--- src/rtl/count_sum_pkg.sv ---
// Shared types and default sizes for the counter-summation controller and datapath.
package count_sum_pkg;

  typedef enum logic [1:0] {
    IDLE = 2'd0,
    RUN  = 2'd1,
    DONE = 2'd2
  } state_t;

  localparam int DEF_WIDTH = 4;
  localparam int DEF_SUM_W = 8;

endpackage

--- src/rtl/count_sum_datapath.sv ---
// Counter, running-sum register with carry-out, and sticky overflow flop.
// Every register is written only when the controller raises the matching enable.
module count_sum_datapath import count_sum_pkg::*; #(
  parameter int WIDTH = DEF_WIDTH,
  parameter int SUM_W = DEF_SUM_W
) (
  input  logic             clk,
  input  logic             rst,
  input  logic             clear,
  input  logic             cnt_en,
  input  logic             sum_en,
  input  logic             last,
  output logic [WIDTH-1:0] count,
  output logic [SUM_W-1:0] sum,
  output logic             ovf
);

  // One extra bit catches the carry-out of the wrapping add.
  logic [SUM_W:0] add;

  assign add = {1'b0, sum} + (SUM_W+1)'(count);

  always_ff @(posedge clk) begin
    if (rst || clear) begin
      count <= '0;
      sum   <= '0;
      ovf   <= 1'b0;
    end else begin
      // Termination precedes the increment, so the counter never wraps.
      if (cnt_en && !last) begin
        count <= count + 1'b1;
      end
      if (sum_en) begin
        sum <= add[SUM_W-1:0];
        ovf <= ovf | add[SUM_W];
      end
    end
  end

endmodule

--- src/rtl/count_sum_ctrl.sv ---
// Sequencing FSM for the counter-summation datapath: accepts a run request,
// steps the counter up to the latched limit, and pulses done for one cycle.
module count_sum_ctrl import count_sum_pkg::*; #(
  parameter int WIDTH = DEF_WIDTH,
  parameter int SUM_W = DEF_SUM_W
) (
  input  logic             clk,
  input  logic             rst,
  input  logic             start,
  input  logic [WIDTH-1:0] limit,
  input  logic             hold,
  output logic [WIDTH-1:0] count,
  output logic [SUM_W-1:0] sum,
  output logic             busy,
  output logic             done,
  output logic             ovf,
  output logic             cnt_en,
  output logic             sum_en,
  output logic [1:0]       state
);

  // Handshake: start is a level request sampled only in IDLE; it is neither
  // queued nor acknowledged in RUN/DONE. done is a single-cycle pulse.
  state_t           state_q;
  state_t           state_d;
  logic [WIDTH-1:0] lim_q;
  logic             clear;
  logic             last;

  assign last  = (count == lim_q);
  assign busy  = (state_q == RUN);
  assign done  = (state_q == DONE);
  assign state = state_q;

  always_ff @(posedge clk) begin
    if (rst) begin
      state_q <= IDLE;
      lim_q   <= '0;
    end else begin
      state_q <= state_d;
      if (clear) begin
        lim_q <= limit;
      end
    end
  end

  always_comb begin
    state_d = state_q;
    clear   = 1'b0;
    cnt_en  = 1'b0;
    case (state_q)
      IDLE: begin
        if (start) begin
          clear   = 1'b1;
          state_d = RUN;
        end
      end
      RUN: begin
        if (!hold) begin
          cnt_en = 1'b1;
          if (last) begin
            state_d = DONE;
          end
        end
      end
      DONE:    state_d = IDLE;
      default: state_d = IDLE;
    endcase
  end

  assign sum_en = cnt_en;

  count_sum_datapath #(
    .WIDTH(WIDTH),
    .SUM_W(SUM_W)
  ) u_datapath (
    .clk    (clk),
    .rst    (rst),
    .clear  (clear),
    .cnt_en (cnt_en),
    .sum_en (sum_en),
    .last   (last),
    .count  (count),
    .sum    (sum),
    .ovf    (ovf)
  );

endmodule

--- config.mk ---
export PLATFORM = sky130hd
export DESIGN_NAME = count_sum_ctrl
export DESIGN_NICKNAME = d
export VERILOG_FILES = /design/src/rtl/count_sum_pkg.sv /design/src/rtl/count_sum_datapath.sv /design/src/rtl/count_sum_ctrl.sv
export SDC_FILE = /design/constraint.sdc
export NUM_CORES = 1
export LEC_CHECK = 0
export CAP_MARGIN = 20
export CORE_MARGIN = 8
export CORE_UTILIZATION = 26
export CTS_BUF_LIST = sky130_fd_sc_hd__clkbuf_4
export CTS_CLUSTER_DIAMETER = 120
export CTS_CLUSTER_SIZE = 25
export DETAILED_ROUTE_END_ITERATION = 8
export SLEW_MARGIN = 25
export SYNTH_ARGS = -nofsm -noshare
export SYNTH_HDL_FRONTEND = slang
export SYNTH_SLANG_ARGS = --single-unit
--- constraint.sdc ---
create_clock -name clk -period 5.3 [get_ports clk]
set_input_delay 1.59 -clock clk [delete_from_list [all_inputs] [get_ports clk]]
set_output_delay 1.59 -clock clk [all_outputs]
set_load 0.005 [all_outputs]
Word level (Yosys, flattened, before mapping)

Index checks and enable logic that the tools add are counted.

Register bits after elaboration: 19
Latch bits: 0
Bits in writable memories: 0
ROM bits: 0
Input port bits: 8
Output and inout port bits: 19
Logic and storage cells: 27
Memories: 0

Add/sub/neg operators: 2
Multiply operators: 0
Div/mod/pow operators: 0
Order comparisons: 0
Equality and inequality tests: 6
Shift-type cells: 0
Multiplexer cells: 8
Bitwise logic cells: 1
Reduce and logical (&&, ||, !) cells: 5

Operator list:

| cell                                                                   | number |
|---|---|
| 8-bit by 4-bit adder with 9-bit output                                 | 1 |
| 2-bit 2-to-1 mux                                                       | 3 |
| 4-bit by 1-bit adder with 4-bit output (second input constant)         | 1 |
| 4-bit equality test                                                    | 1 |
| 1-bit 2-to-1 mux                                                       | 4 |
| 2-bit != test (second input constant)                                  | 2 |
| 2-bit case mux with 2 select lines                                     | 1 |
| 3-bit AND reduction                                                    | 1 |
| 2-bit by 1-bit equality test with 1-bit output (second input constant) | 1 |
| 2-bit equality test (second input constant)                            | 1 |
| 2-bit zero test                                                        | 1 |
| 2-bit by 1-bit != test with 1-bit output (second input constant)       | 1 |
| 1-bit logical AND                                                      | 1 |
| 1-bit zero test                                                        | 1 |
| 1-bit logical OR                                                       | 1 |
| 1-bit OR                                                               | 1 |

Depth between registers and ports, before layout

Gate-level depths: netlist (run 1).

Depth in word-level cells: 4
Depth in mapped cells: 7

Cells and area by module

Synthesis (run 1) repeated with hierarchy kept, for this count alone.

Cell total of the unflattened synthesis: 104
Area total of the unflattened synthesis: 969.7 sq um

Modules (own cells, without submodules):

| module             | instances | cells an instance | area each (sq um) | seq. area each (sq um) |
|---|---|---|---|---|
| count_sum_datapath | 1         | 76                | 661.9             | 260.2 |
| count_sum_ctrl     | 1         | 28                | 307.8             | 120.1 |

Worst setup path after synthesis (run 1)

No wires, ideal clock.

Kind: input to output
Start: input hold
End: output sum_en
Arrival: 2.293 ns
Required time: 3.710 ns
Path slack: 1.417 ns
Stages: 4
Cell sequence: or3b_1 buf_6 clkinv_2 buf_4

Cells in the longest elaborated chain, start to end: 2

RTL lines:

| element          | RTL line             | RTL |
|---|---|---|
| from (decl)      | count_sum_ctrl.sv:11 | `input logic hold,` |
| 1-bit 2-to-1 mux | count_sum_ctrl.sv:59 | `if (!hold) begin` |
| 1-bit 2-to-1 mux | count_sum_ctrl.sv:51 | `case (state_q)` |
| to (decl)        | count_sum_ctrl.sv:18 | `output logic sum_en,` |

Every way passes these cells.

Final worst setup path (run 1)

Start: input hold
End: output cnt_en

Cells in the longest elaborated chain, start to end: 2

RTL lines:

| element          | RTL line             | RTL |
|---|---|---|
| 1-bit 2-to-1 mux | count_sum_ctrl.sv:59 |  |
| 1-bit 2-to-1 mux | count_sum_ctrl.sv:51 |  |
| to (decl)        | count_sum_ctrl.sv:17 | `output logic cnt_en,` |

Every way passes these cells.

==> results of run 1 <==
==> synth_stat cells (2+ instances only) <==
| cell type | count |
|---|---|
| or2_2 | 2 |
| ha_1 | 5 |
| or3_1 | 4 |
| nand4_1 | 2 |
| inv_1 | 7 |
| xnor2_1 | 5 |
| a211oi_1 | 2 |
| o21a_1 | 2 |
| a2111o_1 | 2 |
| nand2_1 | 9 |
| mux2i_1 | 4 |
| o21ai_0 | 8 |
| a21oi_1 | 13 |
| nor2_1 | 7 |
| nor2b_1 | 2 |
| dfxtp_1 | 19 |
| a211o_1 | 2 |
| nand3_1 | 3 |
==> per-stage QoR <==
stage	hold slack [ns]	util	instances	area, um^2	total power [W]
final	0.4813	0.3612	185	1313	0.0002675
after CTS	0.4853	0.3612	185	1313	0.0002728
after global placement	0.4549	0.3530	181	1282	0.0001902
after detailed placement	0.4574	0.3530	181	1282	0.0001913
after floorplan	0.4644	-	110	980.9	0.0001749
after global routing	0.5079	0.3612	185	1313	0.0002815
==> layout make-up <==
class	count	area (um^2)
clock inverter	1	7.507
timing repair buffer	27	267.8
fill	390	2321
clock buffer	3	22.52
inverter	8	31.28
multi-input combinational	79	543.0
tap	48	60.06
sequential	19	380.4
==> logic make-up (layout without fill, tap and decap cells) <==
family          count (synthesis)  in the layout
simple gates                   33             33
flops                          19             19
mux                             4              4
compound gates                 30             30
xor+xnor                        6              6
buf+inv                        12             39
fa+ha+maj                       6              6
==> routing by layer <==
metal	global-route usage	share of wire	up-vias
li1	-	-	442
met1	0.08422	0.45	397
met2	0.1382	0.47	26
met3	0.04032	0.073	5
met4	0.02830	0.011	0
met5	0	0	-
==> sequential cells by signal, summed over array words and instances (netlist names) <==
register,cells
u_datapath.sum,8
state,2
u_datapath.ovf,1
u_datapath.count,4
lim_q,4
==> path summary, 6_finish.rpt <==
kind,slack [ns],to,depth (start not counted)
worst min-delay path,0.48,u_datapath.ovf,1
worst max-delay path,0.63,cnt_en,4
worst min register to register,0.48,u_datapath.ovf,1
worst max register to register,3.23,u_datapath.sum[6],7
==> power by group through the flow <==
| stage | logic (W) | clock network, W | registers [W] |
|---|---|---|---|
| 3_3_place_gp | 0.0000370 | 0 | 0.000153 |
| 3_5_place_dp | 0.0000377 | 0 | 0.000154 |
| 2_1_floorplan | 0.0000221 | 0 | 0.000153 |
| 5_1_grt | 0.0000405 | 0.0000902 | 0.000151 |
| 4_1_cts | 0.0000378 | 0.0000847 | 0.000150 |
| 6_report | 0.0000370 | 0.0000803 | 0.000150 |
==> worst max-delay path, stage by stage <==
cell             delay [ns]
clkdlybuf4s50_1        0.42
or3b_1                 0.39
clkinv_2               0.15
clkdlybuf4s50_1        0.53
==> results.ini, run 1 <==
[clock_tree]
clk_pin_slew_worst_paths_ns = 0.13
clockBufferDepth = 2
cts_tree = built
h-tree-depth = 1
post_cts_buffers = 0
cts_root_buf = clkbuf_4
clk_latency_ns = 0.31
clock_sinks = 19
cts_hold_buf = 0
cts_buffers = 3
post_cts_resized = 0

[worst_setup_path]
path_max_fanout = 10
start_kind = input port
crit_required_ns = 3.71
cp_data_arrival_time_ns = 3.08
crit_type = input port to output port
reg2reg_from = u_datapath.count[0]
endpoint_kind = output port
critPathLaunch = hold

[cells_and_area]
num_antenna_cells = 0
final_cell_mix = clkdlybuf4s50_1, dfxtp_1, a21oi_1, nand2_1, o21ai_0
layout.cells.most_common = clkdlybuf4s50_1
nets = 152
area_growth_pct = 33.80
drive_gt1_frac = 0.07299

[global_routing]
grt_pass1_wl_um = 4008
antenna_found_initial = 0
grt_max_degree = 13
overflow = 0
grtUsageTotal = 0.08093
grt_pass1_vias = 894

[timing]
rsz0062_at_grt = no
setup_viol = 0
slew_violations = 0
slew_headroom = 0.6294
tns_ns = 0
setup_ws_ns = 0.6263
fmax_mhz = 214.0
tightest_slew_ns = 0.5534
finClkSkew_ns = 0.01031
fin_crit_sh = 0.8818
hold_viol = 0
final.min_clock_period_ns = 4.674

[synthesis]
synth_nets = 124
synth_fa_ha_area_frac = 0.08418
synth_top_family_by_area = compound AO/OA/AOI/OAI gates
synth_area_leader_cell = dfxtp_1
synth_cell_types = 30
synth_flop_cell = dfxtp_1
synth_seq_cells = 19
synth-edff-count = 0
ys_seq_area_frac = 0.3878
synth.area.top_cells = dfxtp_1, a21oi_1, ha_1, xnor2_1, mux2i_1
synth-xor-area-share = 0.05357
synthSimpleGateAreaFrac = 0.1747
synthMuxAreaShare = 0.04082
syn_inst = 110
synth-compound-area-share = 0.2003
synth_warnings = 0
syn_area_per_cell_um2 = 8.918
async_flop_share = 0
syn_area_um2 = 980.9
synth_top_area_share = 0.3878

[drt]
first_pass_iters = 4
ant_nets = 0
drcViolationCount = 0
first_iter_violations = 43
num_vias = 870
wl_per_cell_um = 12.46
avgViaCountPerCell = 4.703
wirelength_um = 2305

[job]
maxCapViolCount = 0

[power]
swShare = 0.2706
power_frac_clock = 0.300
p_leak_nw = 0.4495
ir_drop_mv = 0.06974
p_switching_w = 0.00007238
power.density_nw_per_um2 = 203.8
p_int_w = 0.0001951
seq_power_share = 0.561
pwr-share-comb = 0.138

[placed_design]
place_congestion = 0.8116
dpl.hpwl_um = 1812
io_buffers = 26
pre_cts_ws_ns = 0.6090

[die]
die_w_um = 77.43
start_util = 0.2700
coreArea_um2 = 3633
die_h_um = 77.43
rows = 22
io_pins = 27
dieArea_um2 = 5995

[min_path]
hold_class = flip-flop to flip-flop
min_from = u_datapath.ovf

[status]
status = finished, final reports clean

No activity file was read; power rests on OpenSTA's default activity.
==> run 2, diff against run 1 <==
--- a/config.mk
+++ b/config.mk
@@ -10,8 +10,9 @@
 export CORE_UTILIZATION = 26
 export CTS_BUF_LIST = sky130_fd_sc_hd__clkbuf_4
 export CTS_CLUSTER_DIAMETER = 120
-export CTS_CLUSTER_SIZE = 25
+export CTS_CLUSTER_SIZE = 8
 export DETAILED_ROUTE_END_ITERATION = 8
+export GPL_ROUTABILITY_DRIVEN = 0
 export SLEW_MARGIN = 25
 export SYNTH_ARGS = -nofsm -noshare
 export SYNTH_HDL_FRONTEND = slang
==> results of run 2 <==
No change in the layout: final DEF, timing and power equal those of run 1.
==> run 3, diff against run 2 <==
--- a/config.mk
+++ b/config.mk
@@ -6,13 +6,13 @@
 export NUM_CORES = 1
 export LEC_CHECK = 0
 export CAP_MARGIN = 20
-export CORE_MARGIN = 8
+export CORE_MARGIN = 2
 export CORE_UTILIZATION = 26
-export CTS_BUF_LIST = sky130_fd_sc_hd__clkbuf_4
 export CTS_CLUSTER_DIAMETER = 120
 export CTS_CLUSTER_SIZE = 8
 export DETAILED_ROUTE_END_ITERATION = 8
 export GPL_ROUTABILITY_DRIVEN = 0
+export REMOVE_ABC_BUFFERS = 1
 export SLEW_MARGIN = 25
 export SYNTH_ARGS = -nofsm -noshare
 export SYNTH_HDL_FRONTEND = slang
==> results.ini, run 3 (synthesized netlist as in run 1, its figures left out) <==
[clock_tree]
post_cts_resized = 0
cts_hold_buf = 0
clk_pin_slew_worst_paths_ns = 0.07
clk_latency_ns = 0.26
cts_tree = built
cts_root_buf = clkbuf_8
cts_buffers = 3
clock_sinks = 19
h-tree-depth = 1
clockBufferDepth = 2
post_cts_buffers = 0

[worst_setup_path]
cp_data_arrival_time_ns = 3.24
r2r_cells = 7
crit_end = cnt_en
reg2reg_from = u_datapath.count[0]
crit_required_ns = 3.71
critPathLaunch = hold
crit_chain = clkdlybuf4s50_1 -> or3b_1 -> clkinv_2 -> clkdlybuf4s50_1
regToRegEndpoint = u_datapath.sum[4]
slowest_delay_ns = 0.52
cpMostUsedCell = clkdlybuf4s50_1
crit_type = input port to output port
ff2ff_setup_slack_ns = 3.23
path_max_fanout = 10
cp_slowest_cell = or3b_1
start_kind = input port
endpoint_kind = output port

[power]
p_leak_nw = 0.4568
ir_drop_mv = 0.1184
pwr-share-comb = 0.127
power_frac_clock = 0.352
p_switching_w = 0.00007043
p_int_w = 0.0002180
swShare = 0.2442
seq_power_share = 0.521
power.density_nw_per_um2 = 218.3

[min_path]
hold_class = flip-flop to flip-flop

[cells_and_area]
layout.cells.most_common = clkdlybuf4s50_1
multiInputGateArea_um2 = 543.0
ff_latch_area_um2 = 380.4
drive_gt1_frac = 0.06618
nFillCells = 400
reg_top3 = u_datapath.sum: 8 flops, lim_q: 4 flops, u_datapath.count: 4 flops
nets = 151
largest_reg_flops = 8
num_antenna_cells = 0
final_util = 0.3636
area_growth_pct = 34.69
final_cell_mix = clkdlybuf4s50_1, dfxtp_1, a21oi_1, nand2_1, o21ai_0
largest-register = u_datapath.sum

[timing]
tns_ns = 0
hold_viol = 0
slew_headroom = 0.6131
tightest_slew_ns = 0.5778
setup_viol = 0
rsz0062_at_grt = no
fmax_mhz = 207.2
finClkSkew_ns = 0.002173
slew_violations = 0
fin_crit_sh = 0.9108
final.min_clock_period_ns = 4.827

[drt]
wl_per_cell_um = 11.51
num_vias = 844
wirelength_um = 2117
ant_nets = 0
drcViolationCount = 0
first_iter_violations = 23
first_pass_iters = 4
avgViaCountPerCell = 4.587

[job]
maxCapViolCount = 0

[status]
status = finished, final reports clean

[die]
rows = 22
io_pins = 27
dieArea_um2 = 4280
die_h_um = 65.43
die_w_um = 65.43
start_util = 0.2700
coreArea_um2 = 3633

[global_routing]
grtUsageTotal = 0.1088
use_met3 = 0.03253
grt_max_degree = 13
antenna_found_initial = 0
overflow = 0
met2_usage = 0.1824
grt_pass1_vias = 819
grt_use_met1 = 0.1347
top_usage_layer = met2
grt_pass1_wl_um = 3643

[placed_design]
dpl.hpwl_um = 1625
io_buffers = 26

==> run 3: changes by cell type in the layout (fill, tap and decap cells not counted) <==
cell / previous run / this run
clkinvlp_4: 1 / 0
buf_4: 1 / 0
clkbuf_8: 0 / 3
clkbuf_4: 3 / 0
clkinv_2: 1 / 2
==> run 3: layout make-up <==
type,count,share of cell area
Clock buffer,3,0.03125
Inverter,8,0.02367
Tap cell,48,0.04545
Timing Repair Buffer,26,0.1970
Sequential cell,19,0.2879
Multi-Input combinational cell,79,0.4110
Clock inverter,1,0.003788
==> run 3: worst min path at each step <==
stage	to	startpoint	slack, ns	cells past startpoint
CTS	u_datapath.ovf	u_datapath.ovf	0.48	1
global route	u_datapath.ovf	u_datapath.ovf	0.50	1
floorplan	u_datapath.sum[3]	u_datapath.sum[3]	0.46	2
global placement	u_datapath.ovf	u_datapath.ovf	0.45	1
finish	u_datapath.ovf	u_datapath.ovf	0.48	1
detailed placement	u_datapath.ovf	u_datapath.ovf	0.46	1
==> run 3: power groups by stage <==
stage                     logic (W)  registers [W]  clock network (W)
after global placement    0.0000355       0.000153                  0
after global routing      0.0000405       0.000151           0.000113
final                     0.0000365       0.000150           0.000102
after floorplan           0.0000194       0.000153                  0
after CTS                 0.0000367       0.000150           0.000106
after detailed placement  0.0000364       0.000154                  0
==> run 3: critical path, delay by kind of cell <==
kind                   cells  cell delay (ns)
buffers and inverters      3             1.12
and+or+nand+nor            1             0.52
==> run 3: layer usage <==
layer  vias up  routed length [um]
li1        436                   -
met1       381                1054
met2        22                 924
met3         5                 106
met4         0                  31
met5         -                   0
==> run 3: stage by stage <==
stage / hold slack (ns) / instances / total power [W] / setup WS (ns) / cell area [um^2]
after detailed placement: 0.4625 / 180 / 0.0001900 / 0.4760 / 1275
after global routing: 0.4965 / 184 / 0.0003046 / 0.3958 / 1321
after floorplan: 0.4644 / 106 / 0.0001722 / 1.496 / 954.7
after global placement: 0.4521 / 180 / 0.0001890 / 0.5097 / 1275
after CTS: 0.4801 / 184 / 0.0002928 / 0.4745 / 1321
final: 0.4766 / 184 / 0.0002884 / 0.4728 / 1321
==> RTL edit 1, RTL diff (config.mk and constraints of run 2) <==
`DEF_WIDTH`: 4 -> 3.
--- a/src/rtl/count_sum_pkg.sv
+++ b/src/rtl/count_sum_pkg.sv
@@ -7,7 +7,7 @@
     DONE = 2'd2
   } state_t;
 
-  localparam int DEF_WIDTH = 4;
+  localparam int DEF_WIDTH = 3;
   localparam int DEF_SUM_W = 8;
 
 endpackage
Ports: changed (resized count and limit); port bits go from 27 to 25. The function was not compared with the original's and may differ.
==> RTL edit 1 against run 2 <==
- total power shrank 11%
- sequential cell count shrank 2
- sequential power shrank 10%
- die area shrank 6.7%
- final area shrank 8.6%
- combinational power shrank 7.3%
- setup slack lost 42 ps
- routed wire length shrank 11%
- synthesized area shrank 8.4%
- largest cell class unchanged
- largest power group unchanged
==> RTL edit 1: results (changes against run 2) <==
stage,metric,value,unit,change
setup_path,flop2flop setup slack,3280,ps,+50 ps
timing,Slew headroom,0.489,,-0.141
timing,clk_skew,2.14,ps,-8.16 ps
setup_path,crit path max fanout,11,,+1
synth,most frequent cells after synthesis,"dfxtp_1 (17), nor2_1 (10), a21oi_1 (7)",,
global_route,initial antenna violation count,0,,unchanged
setup_path,RR Endpoint,u_datapath.sum[4],,
finish,Total Nets Final,136,,-11%
cts,Worst-Skew Late Latency,290,ps,-20 ps
status,status,"complete, no violations",,
synth,Netlist cell types,37,,+23%
setup_path,reg-to-reg critical path startpoint,u_datapath.count[0],,
finish,filler cell count,345,,-12%
routing,Starting DRT DRC Count,30,,-30%
routing,via count,773,,-11%
synth,register area share after synthesis,0.379,,-0.00893
synth,ranking of synthesized cells by area,"dfxtp_1 (38%), xnor2_1 (5.8%), ha_1 (5.6%), nor2_1 (4.2%), a21oi_1 (3.9%)",,
global_route,first-pass GRT wire length,3590,um,-10%
routing,final wirelength,2050,um,-11%
finish,Non-Filler Instances,169,,-8.6%
finish,share of cells above drive strength 1,0.0894,,+0.0164
finish,biggest regs,"u_datapath.sum x8, lim_q x3, u_datapath.count x3",,
global_route,vias in the first global route,820,,-8.3%
synth,Synth Net Count,110,,-11%
pwr,Leakage,0.401,nW,-11%
synth,Avg Inst Size Synth,9.17,um2,+2.8%
global_route,overall routing resource usage,0.0821,,+0.00121
placed_design,Port Buffers,24,,-7.7%
==> RTL edit 1: how the worst min path moves through the flow <==
stage | start | endpoint | slack [ps] | cells past startpoint
CTS | u_datapath.ovf | u_datapath.ovf | 490 | 1
global route | u_datapath.ovf | u_datapath.ovf | 510 | 1
floorplan | u_datapath.ovf | u_datapath.ovf | 460 | 1
global placement | u_datapath.ovf | u_datapath.ovf | 460 | 1
finish | u_datapath.ovf | u_datapath.ovf | 480 | 1
detailed placement | u_datapath.ovf | u_datapath.ovf | 460 | 1
==> RTL edit 1: per-stage QoR <==
stage	power [mW]	hold slack, ps	setup WS [ps]	cell area (um2)
after global placement	0.171	462	591	1170
after global routing	0.252	510	532	1200
final	0.238	481	585	1200
after detailed placement	0.172	460	588	1170
after CTS	0.243	490	583	1200
after floorplan	0.158	464	1530	898
==> RTL edit 1: logic make-up after synthesis <==
group | share of synthesized area
AO/OA/AOI/OAI | 0.171
AND/OR/NAND/NOR | 0.209
buffers and inverters | 0.0613
adder cells (fa/ha/maj) | 0.0780
XOR/XNOR | 0.0682
multiplexers | 0.0334
flip-flops | 0.379
==> RTL edit 1: metal layers <==
layer	part of all wire	track usage
met5	0	0
met4	0.0093	0.0391
met3	0.057	0.0253
met2	0.48	0.142
met1	0.45	0.0887
==> RTL edit 1: layout make-up <==
type | instances | share of cell area
multi-input combinational | 71 | 0.419
clock inverter | 1 | 0.00417
clock buffer | 3 | 0.0188
sequential | 17 | 0.284
inverter | 7 | 0.0261
timing repair buffer | 24 | 0.200
tap | 46 | 0.0480
==> RTL edit 1: report_power, final <==
| group | switching, mW | leakage, nW | internal (mW) |
|---|---|---|---|
| Combinational | 0.0162 | 0.245 | 0.0181 |
| Sequential | 0.00361 | 0.138 | 0.131 |
| Clock | 0.0415 | 0.0177 | 0.0280 |
==> RTL edit 2, RTL diff (config.mk and constraints of run 2) <==
Made on the original files. Make the reset (`rst`) asynchronous in one clocked block.
--- a/src/rtl/count_sum_ctrl.sv
+++ b/src/rtl/count_sum_ctrl.sv
@@ -32,7 +32,7 @@
   assign done  = (state_q == DONE);
   assign state = state_q;
 
-  always_ff @(posedge clk) begin
+  always_ff @(posedge clk or posedge rst) begin
     if (rst) begin
       state_q <= IDLE;
       lim_q   <= '0;
Behaviour: differs if rst is asserted again (counterexample within 4 cycles, from zero or initial values and one cycle with rst high); with rst held inactive, the same outputs for 10 cycles.
==> RTL edit 2 against run 2 <==
- routed wire length increased by 0.17%
- largest cell class unchanged
- setup slack got worse by 18 ps
- synthesized area unchanged
- sequential cell count unchanged
- synthesized cell count decreased by 4.5%
- final area increased by 0.76%
- highest routed layer unchanged
Power is not compared: it rests on default switching activity, and its combinational part moved more than twofold at a synthesized area within 25%.
==> RTL edit 2: results (changes against run 2) <==
stage,metric,value,unit,change
synth,adder-cell share of the synthesized area,0.0842,,unchanged
setup_path,Register-to-Register Path Depth,7,,unchanged
cts,Worst-Skew Late Latency,280,ps,-30 ps
routing,drt pass-1 iters,3,,-1
synth,most frequent cells after synthesis,"dfxtp_1 (13), a21oi_1 (11), nand2_1 (9), inv_1 (7), dfrtp_1 (6)",,
global_route,largest net degree at the start of global routing,12,,-1
finish,Reg area,410,um2,+7.9%
placed_design,Setup WS pre-CTS,587,ps,-22.1 ps
min_path,hold path startpoint,u_datapath.sum[0],,
synth,Netlist cell types,32,,+6.7%
cts,clock slew at reported path FFs,100,ps,-30 ps
synth,register area share after synthesis,0.418,,+0.0306
finish,biggest regs,"u_datapath.sum x8, lim_q x4, u_datapath.count x4",,
timing,hold slack,494,ps,+12.5 ps
finish,Total Nets Final,148,,-2.6%
status,status,"complete, no violations",,
routing,via count,837,,-3.8%
routing,post-DR wirelength/cell,12.8,um,+2.4%
global_route,vias in the first global route,870,,-2.7%
placed_design,placed inst area,1290,um2,+0.78%
global_route,overall routing resource usage,0.0761,,-0.00485
setup_path,crit path from,hold,,
pwr,Psw,151,uW,
synth,Avg Inst Size Synth,9.34,um2,+4.8%
cts,H-tree Lvls,1,,unchanged
min_path,Worst Hold Depth,2,,+1
synth,post-synthesis mux area share,0.0561,,+0.0153
finish,filler cell count,386,,-1.0%
synth,ranking of synthesized cells by area,"dfxtp_1 (27%), dfrtp_1 (15%), ha_1 (6.4%), a21oi_1 (5.6%), mux2_2 (4.6%)",,
timing,Slew headroom,0.406,,-0.223
routing,Starting DRT DRC Count,35,,-19%
synth,Compound-Gate Fraction of Synth Area,0.170,,-0.0306
min_path,Worst Hold Path EP,u_datapath.sum[0],,
pwr,Tot Pwr,454,uW,
routing,Avg Vias per Cell,4.62,,-1.7%
synth,asr flop ratio synth,0.316,,+0.316
setup_path,flop2flop setup slack,3280,ps,+50 ps
setup_path,Critical Path Max Stage Delay,530,ps,about the same
global_route,initial antenna violation count,0,,unchanged
global_route,first-pass GRT wire length,3880,um,-3.3%
placed_design,dpl hpwl,1820,um,+0.58%
finish,share of cells above drive strength 1,0.0977,,+0.0248
synth,Synth Net Count,119,,-4.0%
setup_path,RR Endpoint,u_datapath.sum[4],,
timing,clk_skew,1.22,ps,-9.08 ps
setup_path,arrival time at the worst endpoint,3100,ps,+20 ps
placed_design,Placed Instances,177,,-2.2%
-- RTL edit 2: cell count changes after synthesis, sizes merged, moves of 2 or more --
cell    change
a31oi       +2
nor2        -3
dfxtp       -6
mux2i       -3
mux2        +4
a21oi       -2
dfrtp       +6
nand2b      +2
-- RTL edit 2: worst reg2reg max path, delay by kind of cell (launching register included) --
family | cells | cell delay (ps)
flip-flops | 1 | 480
AND/OR/NAND/NOR | 1 | 120
buffers and inverters | 1 | 60
AO/OA/AOI/OAI | 3 | 690
adder cells (fa/ha/maj) | 2 | 620
-- RTL edit 2: per-layer routing --
layer	vias up	part of all wire	track usage	routed length, um
met5	-	0	0	0
met4	0	0.0017	0.0170	4
met3	2	0.074	0.0369	170
met2	15	0.50	0.134	1150
met1	398	0.42	0.0800	981
li1	422	-	-	-
-- RTL edit 2: cell type report --
class                   count  area share
clock buffers               4      0.0227
flip-flops and latches     19       0.310
multi-input cells          75       0.396
inverters                   8      0.0227
well taps                  48      0.0454
repair buffers             27       0.202
